**src/rtl/nn_layer_sequencer.sv**
```systemverilog
// ============================================================================
// Module   : nn_layer_sequencer
// Purpose  : Runs NUM_LAYERS back-to-back NN engine passes per frame, handing
//            each pass its src/dst BRAM bases (image -> ping-pong A/B), a
//            START_LEN-cycle start pulse, and a per-layer hang timeout.
// Options  : NN_SEQ_PERF_EN enables the perf_cycles frame cycle counter;
//            without it perf_cycles is tied to zero.
// Revision : 1.0 - initial release
// ============================================================================
`timescale 1ns/1ps
`default_nettype none

module nn_layer_sequencer #(
  parameter int                NUM_LAYERS = 4,
  parameter int                ADDR_W     = 12,
  parameter int                START_LEN  = 6,
  parameter int                TIMEOUT    = 50000,
  parameter logic [ADDR_W-1:0] IMG_BASE   = 'h000,
  parameter logic [ADDR_W-1:0] BUF_A_BASE = 'h800,
  parameter logic [ADDR_W-1:0] BUF_B_BASE = 'hC00
) (
  input  logic              clk,
  input  logic              reset_n,
  input  logic              i_frame_start,
  input  logic              i_abort,
  input  logic              i_eng_done,
  output logic              o_eng_start,
  output logic [ADDR_W-1:0] o_eng_src_base,
  output logic [ADDR_W-1:0] o_eng_dst_base,
  output logic [3:0]        o_layer_idx,
  output logic              o_busy,
  output logic              o_frame_done,
  output logic [ADDR_W-1:0] o_final_base,
  output logic              o_err_timeout,
  output logic [31:0]       o_perf_cycles
);

  localparam int SL_W = (START_LEN > 1) ? $clog2(START_LEN) : 1;

  localparam logic [SL_W-1:0]   C_START_LAST = SL_W'(START_LEN - 1);
  localparam logic [19:0]       C_TO_LAST    = 20'(TIMEOUT - 1);
  localparam logic [3:0]        C_LAST_LAYER = 4'(NUM_LAYERS - 1);
  // Last layer index even -> its output lands in buffer A, otherwise B.
  localparam logic [ADDR_W-1:0] C_FINAL_BASE =
      (((NUM_LAYERS - 1) % 2) == 0) ? BUF_A_BASE : BUF_B_BASE;

  typedef enum logic [2:0] {
    S_IDLE  = 3'd0,
    S_SETUP = 3'd1,
    S_START = 3'd2,
    S_WAIT  = 3'd3,
    S_NEXT  = 3'd4,
    S_DONE  = 3'd5,
    S_ERR   = 3'd6
  } state_t;

  state_t            r_state;
  logic              r_eng_start;
  logic [ADDR_W-1:0] r_src;
  logic [ADDR_W-1:0] r_dst;
  logic [3:0]        r_layer;
  logic              r_busy;
  logic              r_frame_done;
  logic              r_err;
  logic              r_done_pend;
  logic [SL_W-1:0]   r_start_cnt;
  logic [19:0]       r_to_cnt;
  logic              w_accept;

  // A frame request counts only in IDLE and only if abort is not also present.
  assign w_accept = (r_state == S_IDLE) && i_frame_start && !i_abort;

  // Sequencer FSM; every output is a register updated alongside the state.
  always_ff @(posedge clk) begin
    if (!reset_n) begin
      r_state      <= S_IDLE;
      r_eng_start  <= 1'b0;
      r_src        <= '0;
      r_dst        <= '0;
      r_layer      <= '0;
      r_busy       <= 1'b0;
      r_frame_done <= 1'b0;
      r_err        <= 1'b0;
      r_done_pend  <= 1'b0;
      r_start_cnt  <= '0;
      r_to_cnt     <= '0;
    end else if (i_abort) begin
      r_state      <= S_IDLE;
      r_eng_start  <= 1'b0;
      r_src        <= '0;
      r_dst        <= '0;
      r_layer      <= '0;
      r_busy       <= 1'b0;
      r_frame_done <= 1'b0;
      r_done_pend  <= 1'b0;
      r_start_cnt  <= '0;
      r_to_cnt     <= '0;
    end else begin
      r_frame_done <= 1'b0;
      case (r_state)
        S_IDLE: begin
          if (i_frame_start) begin
            r_state <= S_SETUP;
            r_busy  <= 1'b1;
            r_layer <= '0;
            r_err   <= 1'b0;
          end
        end
        S_SETUP: begin
          // Layer N reads what layer N-1 wrote; r_dst still holds that base here.
          r_src       <= (r_layer == 4'd0) ? IMG_BASE : r_dst;
          r_dst       <= r_layer[0] ? BUF_B_BASE : BUF_A_BASE;
          r_done_pend <= 1'b0;
          r_start_cnt <= '0;
          r_eng_start <= 1'b1;
          r_state     <= S_START;
        end
        S_START: begin
          if (i_eng_done) begin
            r_done_pend <= 1'b1;
          end
          if (r_start_cnt == C_START_LAST) begin
            r_eng_start <= 1'b0;
            r_to_cnt    <= '0;
            r_state     <= S_WAIT;
          end else begin
            r_start_cnt <= r_start_cnt + 1'b1;
          end
        end
        S_WAIT: begin
          if (i_eng_done || r_done_pend) begin
            r_done_pend <= 1'b0;
            r_state     <= S_NEXT;
          end else if (r_to_cnt == C_TO_LAST) begin
            r_state <= S_ERR;
          end else begin
            r_to_cnt <= r_to_cnt + 1'b1;
          end
        end
        S_NEXT: begin
          if (r_layer == C_LAST_LAYER) begin
            r_frame_done <= 1'b1;
            r_state      <= S_DONE;
          end else begin
            r_layer <= r_layer + 1'b1;
            r_state <= S_SETUP;
          end
        end
        S_DONE: begin
          r_busy  <= 1'b0;
          r_src   <= '0;
          r_dst   <= '0;
          r_state <= S_IDLE;
        end
        S_ERR: begin
          r_err   <= 1'b1;
          r_busy  <= 1'b0;
          r_src   <= '0;
          r_dst   <= '0;
          r_state <= S_IDLE;
        end
        default: begin
          r_busy  <= 1'b0;
          r_state <= S_IDLE;
        end
      endcase
    end
  end

  assign o_eng_start    = r_eng_start;
  assign o_eng_src_base = r_src;
  assign o_eng_dst_base = r_dst;
  assign o_layer_idx    = r_layer;
  assign o_busy         = r_busy;
  assign o_frame_done   = r_frame_done;
  assign o_final_base   = C_FINAL_BASE;
  assign o_err_timeout  = r_err;

`ifdef NN_SEQ_PERF_EN
  logic [31:0] r_perf;

  // Counts every busy cycle (DONE/ERR included), then holds once back in IDLE.
  always_ff @(posedge clk) begin
    if (!reset_n) begin
      r_perf <= '0;
    end else if (w_accept) begin
      r_perf <= '0;
    end else if (r_busy && (r_perf != 32'hFFFF_FFFF)) begin
      r_perf <= r_perf + 32'd1;
    end
  end

  assign o_perf_cycles = r_perf;
`else
  assign o_perf_cycles = 32'd0;
`endif

endmodule

`default_nettype wire

```
**config.mk**
```make
export PLATFORM = sky130hd
export DESIGN_NAME = nn_layer_sequencer
export DESIGN_NICKNAME = d
export VERILOG_FILES = /design/src/rtl/nn_layer_sequencer.sv
export SDC_FILE = /design/constraint.sdc
export NUM_CORES = 1
export LEC_CHECK = 0
export BUFFER_PORTS_ARGS = -buffer_cell sky130_fd_sc_hd__buf_2
export CORE_MARGIN = 8
export CORE_UTILIZATION = 30
export CTS_CLUSTER_SIZE = 40
export DETAILED_ROUTE_END_ITERATION = 7
export GPL_TIMING_DRIVEN = 1
export MAX_ROUTING_LAYER = met4
export PLACE_DENSITY = 0.54
export RECOVER_POWER = 25
export SLEW_MARGIN = 0
export SYNTH_ARGS = -nofsm -noshare
export SYNTH_HDL_FRONTEND = slang
export SYNTH_SLANG_ARGS = --single-unit
```
**constraint.sdc**
```tcl
create_clock -name clk -period 2.25 [get_ports clk]
set_clock_uncertainty 0.05 [all_clocks]
set_input_delay 0.45 -clock clk [delete_from_list [all_inputs] [get_ports clk]]
set_output_delay 0.45 -clock clk [all_outputs]
set_load 0.005 [all_outputs]
```
==> results.py <==
metrics = {
    "timing": {
        "slew_viol_final": 0,
        "slew_headroom": 0.425,
        "fin_crit_sh": 0.879,
        "worstMarginPinSlew_ns": 0.862,
        "setup_viol": 0,
        "hold_violations": 0,
        "fmax_mhz": 506,
        "grt_setup_unrepaired": "no",
        "setup-tns-final_ns": 0,
        "fin_crit_ns": 1.98,
        "fin_ws_ns": 0.272,
    },
    "power": {
        "switching_power_w": 0.000328,
        "ir_drop_uv": 244,
        "p_total_w": 0.00148,
        "p_seq_frac": 0.469,
        "switching_share": 0.221,
        "p_int_w": 0.00116,
        "p_per_area_nw_per_um2": 562,
        "p_leak_nw": 1.05,
        "combinationalPowerShare": 0.060,
        "clkPwrFrac": 0.471,
    },
    "critical_path": {
        "cp-end-kind": "register",
        "path_cells": "or4_4 > a311oi_2 > a21o_4 > nor4_1 > o221a_1",
        "cp.depth": 5,
        "cp_max_fo": 16,
        "slowest_delay_ns": 0.55,
        "cp_top_family": "compound AO/OA/AOI/OAI gates",
        "reg2regPathDepth": 5,
        "reg2reg_from": "r_to_cnt[10]",
        "r2r_slack_ns": 0.27,
        "worstPathRequired_ns": 2.39,
        "crit_buf_inv": 0,
        "slowest_stage": "or4_4",
        "cp-endpoint": "r_to_cnt[18]",
        "arrival_ns": 2.11,
        "worstReg2RegEnd": "r_to_cnt[18]",
        "critPathLaunch": "r_to_cnt[10]",
        "worst_setup_path_start_kind": "register",
        "crit_type": "reg -> reg",
    },
    "die": {
        "start_util": 0.304,
        "die_w_um": 109,
        "die-area_um2": 11900,
        "rows": 34,
        "io_pins": 81,
        "core_um2": 8550,
        "fp.dieH_um": 109,
    },
    "layout": {
        "diodes": 0,
        "drive_above_1_share": 0.139,
        "syn2layout_area_growth_pct": 1.73,
        "nets": 341,
    },
    "flow_run": {
        "maxCapViolations": 0,
    },
    "status": {
        "status": "complete, no violations",
    },
    "global_route": {
        "gr-total-overflow": 0,
        "top_usage_layer": "met2",
        "track_usage": 0.0995,
        "met1_usage": 0.118,
        "groute.layer.met3.usage": 0.0207,
        "grt_util_met2": 0.163,
        "antenna_found_initial": 0,
        "grt_max_degree": 23,
        "grt_pass1_vias": 1950,
        "grt_pass1_wl_um": 9380,
    },
    "synth": {
        "netlist_area_um2": 2600,
        "ys_async_sr_fraction": 0,
        "synth.distinct_cells": 57,
        "ys.flop_type": "dfxtp_1",
        "syn_inst": 313,
        "yosys_warnings": 0,
        "ys_ff_latch": 39,
        "syn_area_per_cell_um2": 8.29,
        "synth_seq_area_share": 0.301,
        "synth-edff-count": 0,
    },
    "routing": {
        "antenna_violating_nets_post_route": 0,
        "routedWlPerCell_um": 13.1,
        "via_per_inst": 4.63,
        "via_count": 2039,
        "dr.pass1.iters": 4,
        "wl_um": 5740,
        "drc_errors": 0,
        "drt_iter0_drc": 51,
    },
    "placed_design": {
        "io_buffer_count": 16,
        "dp_slack_ns": 0.302,
        "place_congestion": 0.820,
        "place_hpwl_um": 4270,
    },
    "clock_network": {
        "path_clk_slew_ns": 0.08,
        "cts_root_buffer": "clkbuf_8",
        "ctsResizeCount": 0,
        "cts_sinks": 39,
        "numCtsBuffers": 5,
        "ctsHoldBuffers": 0,
        "htreeDepth": 2,
        "clock_latency_ns": 0.29,
        "clock_path_buffers": 2,
        "post-cts-setup-buffers": 0,
        "cts_tree": "yes",
    },
    "min_path": {
        "hp-class": "in -> reg",
        "hold_depth": 3,
    },
}
==> cell families (layout without fill, tap and decap cells) <==
family	count (synthesis)	in the layout	share of synthesized area
AOI/OAI and AO/OA	68	68	0.180
other	2	64	0.00289
adders and majority gates	5	5	0.0241
buffers and inverters	80	37	0.232
and+or+nand+nor	112	112	0.234
xor gates and xnor gates	4	4	0.0135
muxes	3	3	0.0120
DFF	39	39	0.301
==> synth_stat cells, types with 3 or more instances <==
cell | number | area, µm²
nand2_1 | 18 | 67.6
nor4_1 | 5 | 31.3
nor3_1 | 4 | 20.0
nand3_1 | 9 | 45.0
and3_1 | 5 | 31.3
xor2_1 | 3 | 26.3
nor2_1 | 37 | 139
o21ai_1 | 4 | 20.0
ha_1 | 5 | 62.6
nand4_1 | 10 | 62.6
o21ai_2 | 4 | 35.0
dfxtp_1 | 39 | 781
nor2b_1 | 3 | 18.8
nand3b_1 | 3 | 22.5
inv_1 | 5 | 18.8
buf_4 | 64 | 480
a22oi_1 | 3 | 22.5
clkbuf_1 | 3 | 11.3
o211ai_2 | 4 | 50.1
a31oi_1 | 4 | 25.0
a21oi_1 | 23 | 115
a41oi_1 | 3 | 26.3
o21ai_0 | 10 | 50.1
==> layer usage <==
layer	wire, µm	vias up	share of wire
li1	-	1015	-
met5	0	-	0
met2	2730	73	0.48
met1	2530	945	0.44
met3	416	6	0.072
met4	65	0	0.011
==> power by group through the flow <==
stage	clock network, W	logic (W)	registers, W
after floorplan	0	0.000148	0.000712
after global placement	0	0.0000855	0.000712
after detailed placement	0	0.0000864	0.000712
after CTS	0.000726	0.0000865	0.000696
after global routing	0.000753	0.000104	0.000697
final	0.000699	0.0000891	0.000696
==> tightest hold or removal path: cells and delay by family <==
family / cells / cell delay (ns)
simple gates: 1 / 0.04
compound gates: 1 / 0.07
buf+inv: 1 / 0.10
==> area by class of cell <==
| type | instances | area [µm²] |
|---|---|---|
| Fill cell | 932 | 5910 |
| Clock buffer | 6 | 72.6 |
| Inverter | 5 | 18.8 |
| Sequential cell | 39 | 781 |
| Multi-Input combinational cell | 256 | 1440 |
| Clock inverter | 2 | 60.1 |
| Tap cell | 108 | 135 |
| Timing Repair Buffer | 24 | 130 |
==> metrics by stage <==
stage | util | area [µm²] | cells | hold slack [ns]
6_report | 0.309 | 2640 | 440 | 0.361
5_1_grt | 0.309 | 2640 | 440 | 0.359
4_1_cts | 0.310 | 2650 | 440 | 0.348
3_5_place_dp | 0.295 | 2520 | 432 | 0.420
3_3_place_gp | 0.295 | 2520 | 432 | 0.419
2_1_floorplan | - | 2830 | 375 | 0.384
==> registers in the layout, indices dropped and copies added, names as in the netlist <==
register        cells
o_busy              1
o_eng_dst_base      2
o_eng_src_base      2
o_eng_start         1
o_err_timeout       1
o_frame_done        1
o_layer_idx         4
r_done_pend         1
r_start_cnt         3
r_state             3
r_to_cnt           20
==> worst min path at each step <==
stage | to | slack, ns | from
CTS | o_err_timeout | 0.35 | reset_n
global route | o_err_timeout | 0.36 | reset_n
global placement | r_done_pend | 0.42 | r_done_pend
detailed placement | r_to_cnt[19] | 0.42 | r_to_cnt[19]
finish | o_err_timeout | 0.36 | reset_n
floorplan | r_to_cnt[19] | 0.38 | r_to_cnt[19]
==> placed cells by master, fill, tap and decap left out, types with 3 or more instances in the layout <==
master	synthesis	layout
a21oi_1	23	23
a22oi_1	3	3
a31oi_1	4	4
a41oi_1	3	3
and3_1	5	5
buf_2	2	8
buf_4	64	8
clkbuf_1	3	8
clkbuf_8	2	5
conb_1	2	64
dfxtp_1	39	39
ha_1	5	5
inv_1	5	5
nand2_1	18	18
nand3_1	9	9
nand3b_1	3	3
nand4_1	10	10
nor2_1	37	37
nor2b_1	3	3
nor3_1	4	4
nor4_1	5	5
o211ai_2	4	4
o21ai_0	10	10
o21ai_1	4	4
o21ai_2	4	4
xor2_1	3	3
(Power assumes the default switching activity.)
